$ cat src/rtl/gba_timer_pkg.sv
// Shared types and constants for the four-channel timer block.
// Latency: n/a (package only).
// Backpressure: n/a; writes are one-cycle strobes that are always accepted.
package gba_timer_pkg;

  localparam int NUM_TIMERS = 4;

  // Prescale selection as encoded in control bits [1:0].
  typedef enum logic [1:0] {
    PRESC_1    = 2'd0,
    PRESC_64   = 2'd1,
    PRESC_256  = 2'd2,
    PRESC_1024 = 2'd3
  } prescale_e;

  localparam int unsigned PERIOD_1    = 1;
  localparam int unsigned PERIOD_64   = 64;
  localparam int unsigned PERIOD_256  = 256;
  localparam int unsigned PERIOD_1024 = 1024;

  // Control word bit positions; all other bits are discarded on write.
  localparam int CTRL_PRESC_LSB = 0;
  localparam int CTRL_COUNT_UP  = 2;
  localparam int CTRL_IRQ_EN    = 6;
  localparam int CTRL_ENABLE    = 7;

  // Only the meaningful control fields are stored.
  typedef struct packed {
    logic      enable;
    logic      irq_en;
    logic      count_up;
    prescale_e prescale;
  } ctrl_t;

  // Terminal value of the 10-bit prescale counter for a given selection.
  function automatic logic [9:0] prescale_last(input prescale_e p);
    case (p)
      PRESC_1:    return 10'(PERIOD_1 - 1);
      PRESC_64:   return 10'(PERIOD_64 - 1);
      PRESC_256:  return 10'(PERIOD_256 - 1);
      default:    return 10'(PERIOD_1024 - 1);
    endcase
  endfunction

endpackage

$ cat src/rtl/timer_channel.sv
// One timer: reload/control registers, 10-bit prescaler, 16-bit counter, wrap detect.
// Latency: counter and overflow update on the edge of the tick; wrap is combinational for cascading.
// Backpressure: none; register writes take effect at the edge they are presented.
module timer_channel
  import gba_timer_pkg::*;
#(
  parameter bit CASCADE_OK = 1'b0
) (
  input  logic        clk,
  input  logic        reset,
  input  logic        wr_reload,
  input  logic        wr_ctrl,
  input  logic [15:0] wr_data,
  input  logic        cascade_in,
  output logic [15:0] count,
  output logic        wrap,
  output logic        overflow,
  output logic        irq
);

  logic [15:0] cnt_q, cnt_d;
  logic [15:0] reload_q, reload_d;
  ctrl_t       ctrl_q, ctrl_d;
  logic [9:0]  pre_q, pre_d;
  logic        ovf_q, ovf_d;

  logic running, cascade_mode, pre_hit, starting, stopping, tick;

  // Next-state: register writes, start/stop handling, prescaler and counter stepping.
  always_comb begin
    running      = ctrl_q.enable;
    cascade_mode = CASCADE_OK & ctrl_q.count_up;
    pre_hit      = (pre_q == prescale_last(ctrl_q.prescale));

    // A reload written on the wrap edge is the value the wrap loads.
    reload_d = wr_reload ? wr_data : reload_q;

    ctrl_d = ctrl_q;
    if (wr_ctrl) begin
      ctrl_d.enable   = wr_data[CTRL_ENABLE];
      ctrl_d.irq_en   = wr_data[CTRL_IRQ_EN];
      ctrl_d.count_up = wr_data[CTRL_COUNT_UP];
      ctrl_d.prescale = prescale_e'(wr_data[CTRL_PRESC_LSB +: 2]);
    end

    // Disabling freezes immediately; enabling from idle restarts without ticking.
    stopping = wr_ctrl & ~wr_data[CTRL_ENABLE];
    starting = wr_ctrl & wr_data[CTRL_ENABLE] & ~running;

    tick = running & ~stopping & ~starting & (cascade_mode ? cascade_in : pre_hit);
    wrap = tick & (cnt_q == 16'hFFFF);

    cnt_d = cnt_q;
    pre_d = pre_q;
    if (starting) begin
      cnt_d = reload_q;
      pre_d = '0;
    end else if (running && !stopping && !cascade_mode) begin
      pre_d = pre_hit ? 10'd0 : pre_q + 10'd1;
    end
    if (tick) begin
      cnt_d = wrap ? reload_d : cnt_q + 16'd1;
    end

    ovf_d = wrap;
  end

  // State registers; synchronous reset wins over any coincident write.
  always_ff @(posedge clk) begin
    if (reset) begin
      cnt_q    <= '0;
      reload_q <= '0;
      ctrl_q   <= '0;
      pre_q    <= '0;
      ovf_q    <= 1'b0;
    end else begin
      cnt_q    <= cnt_d;
      reload_q <= reload_d;
      ctrl_q   <= ctrl_d;
      pre_q    <= pre_d;
      ovf_q    <= ovf_d;
    end
  end

  assign count    = cnt_q;
  assign overflow = ovf_q;
  assign irq      = ovf_q & ctrl_q.irq_en;

endmodule

$ cat src/rtl/timer_unit.sv
// Four cascadable 16-bit timers with write decode; build option TIMER_CASCADE_EN enables count-up chaining.
// Latency: counts/pulses registered one edge after the tick; cascade adds zero cycles between timers.
// Backpressure: none; every write strobe is accepted in its cycle.
module timer_unit
  import gba_timer_pkg::*;
(
  input  logic        clk,
  input  logic        reset,
  input  logic        wr_en,
  input  logic [1:0]  wr_timer,
  input  logic        wr_sel,
  input  logic [15:0] wr_data,
  output logic [63:0] tm_count,
  output logic [3:0]  timer_irq,
  output logic [3:0]  overflow
);

`ifdef TIMER_CASCADE_EN
  localparam bit CASCADE_BUILD = 1'b1;
`else
  localparam bit CASCADE_BUILD = 1'b0;
`endif

  logic [NUM_TIMERS-1:0] wr_reload, wr_ctrl, ch_wrap, cascade_in;

  // Route the single write port to one channel's reload or control register.
  always_comb begin
    wr_reload = '0;
    wr_ctrl   = '0;
    for (int i = 0; i < NUM_TIMERS; i++) begin
      wr_reload[i] = wr_en & ~wr_sel & (wr_timer == 2'(i));
      wr_ctrl[i]   = wr_en &  wr_sel & (wr_timer == 2'(i));
    end
  end

`ifdef TIMER_CASCADE_EN
  // Each timer may count the previous timer's wrap in the same cycle.
  always_comb begin
    cascade_in = {ch_wrap[NUM_TIMERS-2:0], 1'b0};
  end
`else
  // No inter-timer path: count-up is stored but has no source.
  always_comb begin
    cascade_in = '0;
  end
`endif

  // The last timer's wrap (and, without cascading, every wrap) has no consumer here.
  logic unused_wrap;
  assign unused_wrap = ^ch_wrap;

  for (genvar i = 0; i < NUM_TIMERS; i++) begin : g_ch
    timer_channel #(
      .CASCADE_OK(CASCADE_BUILD && (i != 0))
    ) u_ch (
      .clk       (clk),
      .reset     (reset),
      .wr_reload (wr_reload[i]),
      .wr_ctrl   (wr_ctrl[i]),
      .wr_data   (wr_data),
      .cascade_in(cascade_in[i]),
      .count     (tm_count[16*i +: 16]),
      .wrap      (ch_wrap[i]),
      .overflow  (overflow[i]),
      .irq       (timer_irq[i])
    );
  end

endmodule

$ cat config.mk
export PLATFORM = sky130hd
export DESIGN_NAME = timer_unit
export DESIGN_NICKNAME = d
export VERILOG_FILES = /design/src/rtl/gba_timer_pkg.sv /design/src/rtl/timer_channel.sv /design/src/rtl/timer_unit.sv
export SDC_FILE = /design/constraint.sdc
export NUM_CORES = 1
export LEC_CHECK = 0
export ABC_AREA = 1
export ABC_CLOCK_PERIOD_IN_PS = 2650
export BUFFER_PORTS_ARGS = -buffer_cell sky130_fd_sc_hd__buf_2
export CAP_MARGIN = 20
export CORE_UTILIZATION = 30
export DETAILED_ROUTE_END_ITERATION = 12
export PLACE_DENSITY = 0.55
export SLEW_MARGIN = 20
export SYNTH_ARGS = -nofsm -noshare
export SYNTH_HDL_FRONTEND = slang
export SYNTH_SLANG_ARGS = --single-unit
$ cat constraint.sdc
create_clock -name clk -period 2.65 [get_ports clk]
set_input_delay 0.53 -clock clk [delete_from_list [all_inputs] [get_ports clk]]
set_output_delay 0.53 -clock clk [all_outputs]
set_load 0.005 [all_outputs]
Word level (Yosys, flattened, before mapping)
Index checks and enable logic that the tools add are counted.
{"block": "word_totals", "regBits": 188, "input_bits": 22, "output_inout_bits": 72}
{"block": "classes", "addsub": 8, "eq_ne": 19, "n_mux": 24, "bitwise_logic": 56, "n_reduce_logical": 21}
{"operator": "$mux W16", "n": 16}
{"operator": "$pmux W10 S3", "n": 4}
{"operator": "$add A16 B1 Y16 const B", "n": 4}
{"operator": "$eq A16 B16 Y1 const B", "n": 4}
{"operator": "$and A1 B1 Y1", "n": 42}
{"operator": "$add A10 B1 Y10 const B", "n": 4}
{"operator": "$eq A10 B10 Y1", "n": 4}
{"operator": "$mux W10", "n": 4}
{"operator": "$not A1 Y1", "n": 14}
{"operator": "$eq A2 B2 Y1 const B", "n": 6}
{"operator": "$eq A2 B1 Y1 const B", "n": 5}
{"operator": "$logic_not A2 Y1", "n": 5}
{"operator": "$reduce_bool A2 Y1", "n": 4}
{"operator": "$reduce_or A2 Y1", "n": 4}
{"operator": "$logic_and A1 B1 Y1", "n": 4}
{"operator": "$logic_not A1 Y1", "n": 4}

Longest topological paths before layout
Gate-level depths: netlist of run 1.
{"block": "depth", "word_depth": 10, "depth_mapped": 14, "ltp_nobuf": 13}

Modules after synthesis
A second synthesis of run 1 with hierarchy kept.
{"block": "unflattened", "hier_cells": 1606, "hier_area_um2": 10717.8}
{"module": "timer_channel", "n_inst": 4, "cells_per_inst": 397, "area_each_um2": 2662.6}
{"module": "timer_unit", "n_inst": 1, "cells_per_inst": 18, "area_each_um2": 67.6}

Least setup slack after synthesis of run 1
No wires, ideal clock.
{"block": "synth_timing", "kind": "input to register", "start": "input wr_data[7]", "end": "register g_ch[3].u_ch.cnt_q[5]", "setup_ps": 112, "arrival_ps": 1621, "t_required_ps": 2538, "path_slack_ps": 917, "cell_stages": 11, "n_path_buf": 2, "cell_sequence": "buf_6 inv_4 a21oi_4 nand3_4 nor2_4 buf_6 nand3_1 nand2_1 inv_1 nand2_1 nand2_1"}
{"block": "synth_between", "elab_chain_cells": 9, "elab_cells_between_ends": 13}
{"element": "start: declaration", "line": "timer_unit.sv:12", "source": "input logic [15:0] wr_data,"}
{"element": "$not A1 Y1", "line": "timer_channel.sv:47", "source": "stopping = wr_ctrl & ~wr_data[CTRL_ENABLE];"}
{"element": "$and A1 B1 Y1", "line": "timer_channel.sv:47"}
{"element": "$not A1 Y1", "line": "timer_channel.sv:50", "source": "tick = running & ~stopping & ~starting & (cascade_mode ? cascade_in : pre_hit);"}
{"element": "$and A1 B1 Y1 (3 in a row)", "line": "timer_channel.sv:50"}
{"element": "$and A1 B1 Y1", "line": "timer_channel.sv:51", "source": "wrap = tick & (cnt_q == 16'hFFFF);"}
{"element": "$mux W16", "line": "timer_channel.sv:62", "source": "cnt_d = wrap ? reload_d : cnt_q + 16'd1;"}
{"element": "$mux W16", "line": "timer_channel.sv:61", "source": "if (tick) begin"}
{"element": "end signal: assignment", "line": "timer_channel.sv:77", "source": "cnt_q <= cnt_d;"}
{"element": "end: declaration", "line": "timer_channel.sv:21", "source": "logic [15:0] cnt_q, cnt_d;"}
Parallel ways exist; a longest one is shown, timed or not.
A chain may end at the register's enable or synchronous reset.

Final worst setup path of run 1
{"block": "layout_timing", "start": "register g_ch[1].u_ch.cnt_q[1]", "end": "register g_ch[1].u_ch.cnt_q[6]"}
{"block": "layout_between", "elab_chain_cells": 4, "elab_cells_between_ends": 5}
{"element": "start: declaration", "line": "timer_channel.sv:21"}
{"element": "start signal: assignment", "line": "timer_channel.sv:77"}
{"element": "branches (longest 2 deep; another with $add A16 B1 Y16)"}
{"element": "$mux W16 (*)", "line": "timer_channel.sv:62"}
{"element": "$mux W16 (*)", "line": "timer_channel.sv:61"}
Every way passes the cells marked *.

==> flow_metrics.py, run 1 <==
metrics = {
    "synth": {
        "synth-edff-count": 0,
        "yosys_warnings": 0,
        "synth_top_area_cell": "dfxtp_1",
        "synthesis.nets": 1633,
        "ys_async_sr_fraction_pct": 0,
        "syn-cell-area_um2": 10600,
        "yosys.cell_count.top_type": "nand2_1",
        "post_synth_num_cell_types": 49,
        "synthFlopType": "dfxtp_1",
        "ys_seq_area_share_pct": 35.5,
        "yosysTopAreaCellShare_pct": 35.5,
        "avgSynthCellArea_um2": 6.61,
        "ys_ff_latch": 188,
        "netlist_instances": 1603,
        "yosys-top-cells-count": "347 x nand2_1, 233 x nor2_1, 194 x inv_1, 188 x dfxtp_1, 126 x o21ai_0",
        "synth_area_leaders": "dfxtp_1 36%, nand2_1 12%, nor2_1 8.3%",
    },
    "worst_setup_path": {
        "crit_required_ns": 3.01,
        "worstSetupPathType": "reg -> reg",
        "cp.arrival_ns": 2.52,
        "cpPeakStageDelay_ns": 0.44,
        "cp_cell_sequence": "ha_1, nand2_1, nor2_2, nand3_2, nor2_2, nand4_2, buf_4, nand2_1, nand3_1, a21oi_1",
        "cp-start-kind": "flip-flop",
        "critPathSlowestCell": "dfxtp_1",
        "cp_max_fo": 15,
        "startpoint": "g_ch[1].u_ch.count[1]",
        "cp-end-kind": "flip-flop",
        "r2r-start": "g_ch[1].u_ch.count[1]",
    },
    "die": {
        "rows": 68,
        "ioPinCount": 94,
        "die_h_um": 190,
        "coreArea_um2": 34600,
        "die_w_um": 190,
        "start_util_pct": 30.6,
        "dieArea_um2": 36100,
    },
    "timing": {
        "setup-violations-final": 0,
        "rsz0062_at_grt": "no",
        "tns_ns": 0,
        "worst_slew_pin_slew_ns": 0.613,
        "finalHoldViolations": 0,
        "slew_violations": 0,
        "min_period_over_period_pct": 81.4,
        "slew_headroom_pct": 58.7,
        "finalCriticalPeriod_ns": 2.16,
        "fmax_mhz": 464,
        "whs_ns": 0.453,
        "clock-skew-final_ns": 0.0143,
    },
    "placed_design": {
        "place_hpwl_um": 22400,
        "portBuffers": 93,
        "gp_congestion": 0.865,
    },
    "clock_tree": {
        "clkLatencyLatePin_ns": 0.43,
        "clk_pin_slew_ns": 0.08,
        "cts-root-buf": "clkbuf_16",
        "clock-sinks": 188,
        "cts_max_level": 4,
        "post_cts.repair.setup_buffers": 0,
        "cts.hold.buffers_added": 0,
        "cts_buffers": 17,
        "cts_resized": 0,
        "cts_tree": "done",
        "cts.path.max_buffers": 2,
    },
    "job": {
        "drv_cap": 0,
    },
    "detailed_routing": {
        "via_per_inst": 4.77,
        "drc": 0,
        "num_vias": 10200,
        "wl_per_cell_um": 14.6,
        "finalWirelength_um": 31300,
        "drtIter0Drc": 739,
        "drtAntennaViolNets": 0,
        "firstDrtPassIters": 6,
    },
    "global_route": {
        "grt_pass1_vias": 9624,
        "antenna_found_initial": 1,
        "grt-ovfl-total": 0,
        "grt_use_total_pct": 17.7,
        "grt_pass1_wl_um": 50700,
        "grt_max_degree": 76,
    },
    "finish": {
        "nNetsFinal": 1707,
        "synthToLayoutAreaGrowth_pct": 13.1,
        "fillers": 3792,
        "drive_above_1_share_pct": 13.1,
    },
    "outcome": {
        "status": "completed",
    },
    "pwr": {
        "vdd_ir_drop_max_v": 0.000277,
        "p_leak_nw": 5.60,
        "power_density_nw_per_um2": 503,
    },
    "worst_hold_path": {
        "hp-class": "in -> reg",
        "hp-start": "wr_data[13]",
    },
}
## flip-flops by register name, indices dropped and copies added (netlist names)
| signal | flops |
|---|---|
| g_ch.u_ch.count | 64 |
| g_ch.u_ch.ctrl_q | 12 |
| g_ch.u_ch.overflow | 4 |
| g_ch.u_ch.pre_q | 40 |
| g_ch.u_ch.running | 4 |
| g_ch.u_ch.reload_q | 64 |
## routing by layer
layer | wire, um | GRT usage [%]
met1 | 14900 | 24.1
met2 | 14200 | 28.6
met3 | 1640 | 2.97
met4 | 596 | 5.30
met5 | 13 | 0
## worst max-delay path, delay by kind of cell, from the launching register on
kind	cells	cell delay [ns]
AND/OR/NAND/NOR	7	0.97
flip-flops	1	0.44
buffers and inverters	1	0.30
adder cells (fa/ha/maj)	1	0.22
AO/OA/AOI/OAI	1	0.15
## worst paths after layout
kind | to | slack, ns | cells after the start
worst min register to register | g_ch[1].u_ch.pre_q[6] | 0.49 | 2
worst min-delay path | g_ch[1].u_ch.reload_q[13] | 0.45 | 3
worst max-delay path | g_ch[1].u_ch.count[6] | 0.49 | 10
worst max register to register | g_ch[1].u_ch.count[6] | 0.49 | 10
## area by class of cell
cell class                      instances  area (um2)  area share, %
Antenna cell                            1        2.50         0.0209
Clock buffer                           22         454           3.79
Clock inverter                         10        85.1          0.710
Inverter                              208         783           6.54
Multi-Input combinational cell       1144        5650           47.1
Sequential cell                       188        3760           31.4
Tap cell                              455         569           4.75
Timing Repair Buffer                  118         678           5.66
## where the power goes
part / leakage [nW] / internal [mW] / switching, mW
Sequential: 1.52 / 2.91 / 0.0848
Clock: 0.249 / 1.25 / 1.20
Combinational: 3.83 / 0.201 / 0.383
Total: 5.60 / 4.35 / 1.67
## layout by cell type (no fill, tap or decap), types with 3 or more instances in the layout
master / n
or2_2: 3
a21oi_1: 82
o211ai_1: 9
o21bai_1: 8
nor3b_1: 4
inv_1: 194
nand2_1: 347
nor2_2: 20
clkbuf_16: 17
buf_2: 93
xnor2_1: 10
nand3_4: 3
dfxtp_1: 188
clkinvlp_4: 4
nor2_1: 233
nor3_1: 23
buf_4: 23
o21ai_0: 126
nand3_2: 6
clkinv_4: 3
o21a_1: 6
nand3_1: 125
nand3b_1: 9
clkbuf_1: 4
nand4_1: 23
mux2i_1: 15
inv_2: 13
nand2_2: 12
nor3_2: 4
nor2_4: 5
ha_1: 8
o21ai_1: 14
xor2_1: 30
## through the flow
step,std cells,area (um2),utilization [%],setup slack [ns],power (mW)
after floorplan,1603,10600,-,0.917,3.41
after global placement,2113,11400,33.0,0.453,3.64
after detailed placement,2113,11400,33.0,0.465,3.64
after CTS,2145,12000,34.6,0.480,6.08
after global routing,2145,12000,34.6,0.178,6.29
final,2146,12000,34.6,0.494,6.02
## cells by family (layout without fill, tap and decap cells)
family | count (synthesis) | after routing | synth area share (%)
simple gates | 825 | 825 | 34.6
buf+inv | 271 | 358 | 11.2
xor+xnor | 40 | 40 | 3.31
compound gates | 256 | 256 | 13.1
flops | 188 | 188 | 35.5
fa+ha+maj | 8 | 8 | 0.945
other cells | 0 | 1 | 0
mux | 15 | 15 | 1.42
Note: power is estimated with default switching activity, not from simulation.
==> inputs of run 2 (changes only) <==
- ABC_CLOCK_PERIOD_IN_PS: 2650 -> 2000
- clock period: 2.65 -> 2 ns (I/O delays scaled with it)
==> run 2 against run 1 <==
Net effect:
- combinational power increased by 45%
- worst setup slack got worse by 0.33 ns
- critical path depth unchanged
- largest power group unchanged
- clock power increased by 42%
- worst hold slack got worse by 0.21 ns
- first-iteration DRC count increased by 21%
- non-clock buffer count increased by 43
- sequential cell count unchanged
- sequential power increased by 32%
==> flow_metrics.py, run 2 (synthesis gave the netlist of run 1 again) <==
metrics = {
    "pwr": {
        "power_density_nw_per_um2": 665,
        "p_leak_nw": 5.90,
        "finalPower_mw": 8.28,
        "vdd_ir_drop_max_v": 0.000526,
    },
    "finish": {
        "nNetsFinal": 1750,
        "final_cell_mix": "347 x nand2_1, 232 x nor2_1, 194 x inv_1",
        "synthToLayoutAreaGrowth_pct": 17.6,
        "final_cells": 2188,
        "final_common_cell": "nand2_1",
        "post-route-util_pct": 36.0,
        "antenna_cells": 0,
        "design_area_um2": 12500,
        "drive_above_1_share_pct": 15.6,
    },
    "timing": {
        "slew_violations": 0,
        "rsz0062_at_grt": "no",
        "fin_ws_ns": 0.168,
        "worst_slew_pin_slew_ns": 0.435,
        "finalHoldViolations": 0,
        "whs_ns": 0.245,
        "fmax_mhz": 546,
        "min_period_over_period_pct": 91.6,
        "setup-violations-final": 0,
        "clock-skew-final_ns": 0.0150,
        "finalCriticalPeriod_ns": 1.83,
        "slew_headroom_pct": 71.0,
        "tns_ns": 0,
    },
    "clock_tree": {
        "cts_max_level": 4,
        "cts_resized": 0,
        "cts.hold.buffers_added": 0,
        "cts.path.max_buffers": 2,
        "post_cts.repair.setup_buffers": 0,
        "clk_pin_slew_ns": 0.08,
        "clock-sinks": 188,
        "clkLatencyLatePin_ns": 0.45,
        "cts_tree": "done",
        "cts_buffers": 17,
        "cts-root-buf": "clkbuf_16",
    },
    "die": {
        "die_h_um": 190,
        "ioPinCount": 94,
        "rows": 68,
        "dieArea_um2": 36100,
        "start_util_pct": 30.6,
        "coreArea_um2": 34600,
        "die_w_um": 190,
    },
    "detailed_routing": {
        "finalWirelength_um": 31900,
        "via_per_inst": 4.78,
        "drc": 0,
        "drtIter0Drc": 891,
        "drtAntennaViolNets": 0,
        "wl_per_cell_um": 14.6,
        "num_vias": 10500,
        "firstDrtPassIters": 5,
    },
    "placed_design": {
        "dpl.cell_count": 2156,
        "place_area_um2": 11900,
        "place_hpwl_um": 23400,
        "gp_congestion": 0.881,
        "portBuffers": 93,
        "dp_slack_ns": 0.0639,
    },
    "worst_setup_path": {
        "r2r-start": "g_ch[2].u_ch.count[0]",
        "startpoint": "g_ch[2].u_ch.count[0]",
        "worstSetupPathType": "reg -> reg",
        "cp.arrival_ns": 2.17,
        "cp_max_fo": 17,
        "rrSetupSlack_ns": 0.17,
        "rr_worst_depth": 10,
        "crit_required_ns": 2.34,
        "crit_path_end": "g_ch[2].u_ch.count[9]",
        "regToRegEndpoint": "g_ch[2].u_ch.count[9]",
        "cp-start-kind": "flip-flop",
        "cp-end-kind": "flip-flop",
    },
    "global_route": {
        "grt_max_degree": 43,
        "grt_use_total_pct": 18.0,
        "grt_pass1_vias": 9658,
        "antenna_found_initial": 0,
        "grt_pass1_wl_um": 51100,
        "grt-ovfl-total": 0,
    },
    "worst_hold_path": {
        "hp-class": "in -> reg",
    },
    "outcome": {
        "status": "completed",
    },
    "job": {
        "drv_cap": 0,
    },
}
==> run 2: changes by cell type in the layout (fill, tap and decap cells not counted), moves of 2 or more <==
cell,before,now
clkinv_2,0,3
buf_12,2,9
clkbuf_1,4,0
bufinv_16,0,2
inv_6,2,4
buf_4,23,58
==> run 2: how the worst min path moves through the flow <==
stage / startpoint / endpoint / slack, ns / depth (start not counted)
finish: reset / g_ch[3].u_ch.running / 0.24 / 2
global route: reset / g_ch[3].u_ch.running / 0.24 / 2
CTS: reset / g_ch[3].u_ch.running / 0.23 / 2
detailed placement: g_ch[3].u_ch.ctrl_q[0] / g_ch[3].u_ch.ctrl_q[0] / 0.47 / 2
global placement: g_ch[3].u_ch.ctrl_q[0] / g_ch[3].u_ch.ctrl_q[0] / 0.46 / 2
floorplan: g_ch[3].u_ch.ctrl_q[0] / g_ch[3].u_ch.ctrl_q[0] / 0.44 / 2
==> run 2: power breakdown <==
part	total, mW	switching (mW)	internal, mW
logic	0.848	0.544	0.304
registers	3.95	0.0965	3.85
clock network	3.48	1.62	1.86
total	8.28	2.26	6.02
==> run 2: final cells by class <==
cell class	count	area, um2
multi-input combinational	1144	5660
fill	3771	22200
sequential	188	3760
tap	455	569
clock inverter	15	161
inverter	208	786
clock buffer	17	425
timing repair buffer	161	1090
==> run 2: layer usage <==
layer	wire length [um]	part of all wire [%]	GRT usage, %	vias to the layer above
li1	-	-	-	5354
met1	15600	49	24.9	4842
met2	14300	45	29.1	240
met3	1440	4.5	2.43	31
met4	513	1.6	5.12	0
met5	0	0	0	-
==> run 2: critical path: stages, from the launching register on <==
cell     delay, ns
dfxtp_1       0.34
ha_1          0.16
nand2_1       0.10
nor2_2        0.21
nand3_2       0.13
nor2_2        0.13
nand2_2       0.23
nand2_1       0.18
nand3_1       0.08
nand2_1       0.09
a21oi_1       0.07
